## src/rtl/imem_loader.sv

```systemverilog
// Byte-stream loader that assembles little-endian IW-bit words and writes them to instruction memory.
// Optional trailing checksum byte and chk_err output are enabled with `define IMEM_LOADER_CHECKSUM_EN.
module imem_loader #(
    parameter int IMW = 4,
    parameter int IW  = 32
) (
    input  logic           clk,
    input  logic           reset_n,
    input  logic           start,
    input  logic [IMW:0]   len,
    input  logic           byte_valid,
    input  logic [7:0]     byte_data,
    output logic           byte_ready,
    output logic           im_we,
    output logic [IMW-1:0] im_waddr,
    output logic [IW-1:0]  im_wdata,
    output logic           busy,
    output logic           done
`ifdef IMEM_LOADER_CHECKSUM_EN
    ,
    output logic           chk_err
`endif
);

    localparam int BPW = IW / 8;
    localparam int BCW = (BPW > 1) ? $clog2(BPW) : 1;

    typedef enum logic [2:0] {
        S_IDLE,
        S_COLLECT,
        S_WRITE,
`ifdef IMEM_LOADER_CHECKSUM_EN
        S_CHECK,
`endif
        S_DONE
    } state_t;

    // State entered once the image words are exhausted
`ifdef IMEM_LOADER_CHECKSUM_EN
    localparam state_t S_LAST = S_CHECK;
`else
    localparam state_t S_LAST = S_DONE;
`endif

    state_t          r_state;
    state_t          w_state_next;

    logic [BCW-1:0]  r_bcnt;
    logic [IMW:0]    r_words;
    logic [IMW:0]    r_widx;
    logic [IW-1:0]   r_word;
    logic            r_we;
    logic [IMW-1:0]  r_waddr;
    logic [IW-1:0]   r_wdata;
    logic            r_busy;
    logic            r_done;

    logic            w_xfer;
    logic            w_last_byte;
    logic [IMW:0]    w_widx_inc;
    logic [IMW:0]    w_words_start;
    logic [IW-1:0]   w_word_next;

`ifdef IMEM_LOADER_CHECKSUM_EN
    logic [7:0]      r_sum;
    logic            r_chk_err;
    logic [7:0]      w_sum_next;

    assign w_sum_next = r_sum + byte_data;
    assign chk_err    = r_chk_err;
`endif

    // Lengths at or beyond the memory depth clamp to a full-depth load
    assign w_words_start = len[IMW] ? {1'b1, {IMW{1'b0}}} : len;
    assign w_last_byte   = (r_bcnt == BCW'(BPW - 1));
    assign w_widx_inc    = r_widx + (IMW + 1)'(1);
    assign w_xfer        = byte_valid && byte_ready;

    always_comb begin
        w_word_next = r_word;
        w_word_next[{r_bcnt, 3'b000} +: 8] = byte_data;
    end

    always_ff @(posedge clk or negedge reset_n) begin
        if (!reset_n) begin
            r_state <= S_IDLE;
        end else begin
            r_state <= w_state_next;
        end
    end

    always_comb begin
        w_state_next = r_state;
        byte_ready   = 1'b0;
        case (r_state)
            S_IDLE: begin
                if (start) begin
                    w_state_next = (w_words_start == '0) ? S_LAST : S_COLLECT;
                end
            end
            S_COLLECT: begin
                byte_ready = 1'b1;
                if (byte_valid && w_last_byte) begin
                    w_state_next = S_WRITE;
                end
            end
            S_WRITE: begin
                w_state_next = (w_widx_inc == r_words) ? S_LAST : S_COLLECT;
            end
`ifdef IMEM_LOADER_CHECKSUM_EN
            S_CHECK: begin
                byte_ready = 1'b1;
                if (byte_valid) begin
                    w_state_next = S_DONE;
                end
            end
`endif
            S_DONE: begin
                w_state_next = S_IDLE;
            end
            default: begin
                w_state_next = S_IDLE;
            end
        endcase
    end

    // Outputs are registered from the next state so they line up with the state they describe
    always_ff @(posedge clk or negedge reset_n) begin
        if (!reset_n) begin
            r_bcnt    <= '0;
            r_words   <= '0;
            r_widx    <= '0;
            r_word    <= '0;
            r_we      <= 1'b0;
            r_waddr   <= '0;
            r_wdata   <= '0;
            r_busy    <= 1'b0;
            r_done    <= 1'b0;
`ifdef IMEM_LOADER_CHECKSUM_EN
            r_sum     <= '0;
            r_chk_err <= 1'b0;
`endif
        end else begin
            r_busy <= (w_state_next != S_IDLE);
            r_done <= (w_state_next == S_DONE);
            r_we   <= 1'b0;
            case (r_state)
                S_IDLE: begin
                    if (start) begin
                        r_words <= w_words_start;
                        r_widx  <= '0;
                        r_bcnt  <= '0;
`ifdef IMEM_LOADER_CHECKSUM_EN
                        r_sum     <= '0;
                        r_chk_err <= 1'b0;
`endif
                    end
                end
                S_COLLECT: begin
                    if (w_xfer) begin
                        r_word <= w_word_next;
`ifdef IMEM_LOADER_CHECKSUM_EN
                        r_sum  <= w_sum_next;
`endif
                        if (w_last_byte) begin
                            r_bcnt  <= '0;
                            r_we    <= 1'b1;
                            r_waddr <= r_widx[IMW-1:0];
                            r_wdata <= w_word_next;
                        end else begin
                            r_bcnt <= r_bcnt + BCW'(1);
                        end
                    end
                end
                S_WRITE: begin
                    r_widx <= w_widx_inc;
                end
`ifdef IMEM_LOADER_CHECKSUM_EN
                S_CHECK: begin
                    if (w_xfer) begin
                        r_chk_err <= (w_sum_next != 8'h00);
                    end
                end
`endif
                default: begin
                end
            endcase
        end
    end

    assign im_we    = r_we;
    assign im_waddr = r_waddr;
    assign im_wdata = r_wdata;
    assign busy     = r_busy;
    assign done     = r_done;

endmodule

```

## config.mk

```make
export PLATFORM = sky130hd
export DESIGN_NAME = imem_loader
export DESIGN_NICKNAME = d
export VERILOG_FILES = /design/src/rtl/imem_loader.sv
export SDC_FILE = /design/constraint.sdc
export NUM_CORES = 1
export LEC_CHECK = 0
export ABC_AREA = 1
export BUFFER_PORTS_ARGS = -buffer_cell sky130_fd_sc_hd__clkbuf_2
export CORE_ASPECT_RATIO = 0.75
export CORE_UTILIZATION = 30
export DETAILED_ROUTE_END_ITERATION = 7
export PLACE_DENSITY = 0.52
export SYNTH_ARGS = -nofsm -noshare
export SYNTH_HDL_FRONTEND = slang
export SYNTH_SLANG_ARGS = --single-unit
```

## constraint.sdc

```tcl
create_clock -name clk -period 4.7 [get_ports clk]
set_input_delay 0.47 -clock clk [delete_from_list [all_inputs] [get_ports clk]]
set_output_delay 0.47 -clock clk [all_outputs]
set_load 0.03 [all_outputs]
```

==> results.txt <==
Status: finished clean
CTS tree: yes
Initial core utilization: 0.310
Fin nets: 512
Mux contribution to synthesized area: 0
Simple-gate area share of the yosys netlist: 0.165
Crit path max fanout: 50
Synth cell types: 24
Setup Fix Bufs, Post-CTS: 0
# IOs: 57
GRT Total Usage: 0.143
Final wirelength: 8710 µm
Reg area: 2150 µm²
Main combinational cell family by area after synthesis: simple AND/OR/NAND/NOR gates
Die Width: 132 µm
# DRC: 0
Die area: 13,200 µm²
Clk Latency, worst-skew pair: 0.34 ns
Critical Path Start Type: flop
PD cells: 430 nW/µm²
Arrival time at the worst endpoint: 2.77 ns
Worst Skew: 0.00667 ns
Layout cells sized above 1: 0.168
Compound-cell area share of the yosys netlist: 0.160
Dpl hpwl: 6100 µm
Pre-CTS setup slack: 1.99 ns
CTS Hold Bufs: 0
P_leak: 2.17 nW
Most common cell after layout, fill and taps aside: nand2_1
Ratio of final minimum period to clock period: 0.549
Register area share after synthesis: 0.563
Kind of critical path: reg -> reg
Syn nets: 464
Crit-path max cell delay: 0.73 ns
Number of filler instances in the final layout: 1,305
CTS Root Cell: clkbuf_16
Num rows: 35
R2R depth: 6
Routability cong.: 0.763
Die Span Y: 99.8 µm
Worst-margin pin slew: 1.09 ns
Max Root-Sink Buffers: 2
Setup TNS: 0 ns
H-tree level count: 3
Final count of pins violating max slew: 0
Area of the multi-input gates: 1330 µm²
Detailed-router iteration count before antenna repair: 5
Peak supply drop: 227 µV
CP dominant cell by count: nand2_1
Synthesized cell area: 3820 µm²
F_max: 387 MHz
Synthesized area per cell: 8.67 µm²
Fin crit period: 2.58 ns
CTS resizes: 0
Grt ovf: 0
Vias in the first global route: 2,858
CTS buffer count: 9
Drt via density: 4.63
Adder-cell area share of the yosys netlist: 0.0196
# port buffers: 56
Yosys warning count: 0
First-pass GRT wire length: 14,600 µm
RSZ-0062 raised after global routing: false
Worst EP required: 4.89 ns
MaxCap Viol Count: 0
Min-Delay Path Class: in -> async
Core area: 12,300 µm²
CP Capture Type: flop
Slew HR: 0.275
Area Overhead vs Synth: 17.3%
Critical Path Slowest Stage Cell: nand2_2
Synth Instances: 441
Initial antenna violation count: 0
Commonest cells after routing, fill and taps aside: 107 x nand2_1, 86 x dfrtp_1, 72 x o21ai_0
Largest net degree at the start of global routing: 87
Wire length per cell: 13.2 µm
Setup WS post-layout: 2.12 ns
DR iter-0 viols: 174
Diodes inserted: 0
#FFs+latches synth: 86
Detail Route Antenna Nets: 0
Worst-path cell chain: nor2_1 -> nand2_1 -> nor2_4 -> nand2_2 -> nand2_1 -> o21ai_0
Pwr Total: 0.00193 W
TritonCTS Sinks: 86
Via count: 3,048
Xor-xnor portion of the synthesized cell area: 0.00229
Hold Violations, Final: 0
Setup violations, final: 0
Clock Pin Slew Worst Setup and Hold Paths: 0.06 ns
cell type report:
type	count	share of cell area
sequential	86	0.480
inverter	64	0.0535
clock inverter	4	0.00502
multi-input combinational	272	0.296
timing repair buffer	56	0.0630
tap	166	0.0463
clock buffer	11	0.0563
worst paths after layout:
kind,start,to,slack [ns]
max in group asynchronous,reset_n,r_word[23],3.66
worst min register to register,im_wdata[11],im_wdata[11],0.48
worst min-delay path,reset_n,im_wdata[5],0.35
worst max register to register,r_state[1],im_wdata[23],2.12
min in group clk,len[0],r_words[0],0.38
worst max-delay path,r_state[1],im_wdata[23],2.12
sequential cells by signal (all words and copies together) (netlist names):
register and flops:
r_bcnt 2, done 1, r_widx 5, im_wdata 32
r_word 32, r_words 5, busy 1, r_state 3
im_we 1, im_waddr 4
synth_stat cells (all sizes together):
master    n  area (µm²)
inv      64         240
o21ai    76         384
conb      1        3.75
o21a      1        7.51
xnor2     1        8.76
nand3    17        90.1
nor2     20         100
ha        6        75.1
clkbuf    3        11.3
nand2   108         408
a21oi     9        45.0
nand4     5        31.3
o22ai    28         175
buf      16        91.3
dfrtp    86        2150
per-layer routing:
| layer | up-vias | GRT usage | wire length (µm) |
|---|---|---|---|
| met5 | - | 0 | 0 |
| met4 | 0 | 0.0531 | 138 |
| met3 | 11 | 0.0409 | 401 |
| met2 | 79 | 0.200 | 3620 |
| met1 | 1427 | 0.207 | 4550 |
| li1 | 1531 | - | - |
where the power goes:
part / internal [W] / total [W] / switching [W]
Combinational: 0.000125 / 0.000370 / 0.000245
Clock: 0.000380 / 0.000650 / 0.000269
Sequential: 0.000861 / 0.000908 / 0.0000472
metrics by stage:
stage                     cell area [µm²]  utilization  instances  hold slack (ns)
after detailed placement             4210        0.341        644            0.475
after global placement               4210        0.341        644            0.468
after floorplan                      3820            -        441            0.174
after global routing                 4490        0.363        659            0.394
final                                4490        0.363        659            0.345
after CTS                            4490        0.363        659            0.374
cell families (layout without fill, tap and decap cells):
| family | Yosys count | in the layout |
|---|---|---|
| buffers and inverters | 83 | 135 |
| adders and majority gates | 6 | 6 |
| AOI/OAI and AO/OA | 114 | 114 |
| DFF | 86 | 86 |
| xor gates and xnor gates | 1 | 1 |
| other | 1 | 1 |
| and+or+nand+nor | 150 | 150 |
critical path: cells and delay by family, from the launching register on:
family | cells | cell delay, ns
AND/OR/NAND/NOR | 5 | 1.90
flip-flops | 1 | 0.39
AO/OA/AOI/OAI | 1 | 0.11
Note: power is estimated with default switching activity, not from simulation.
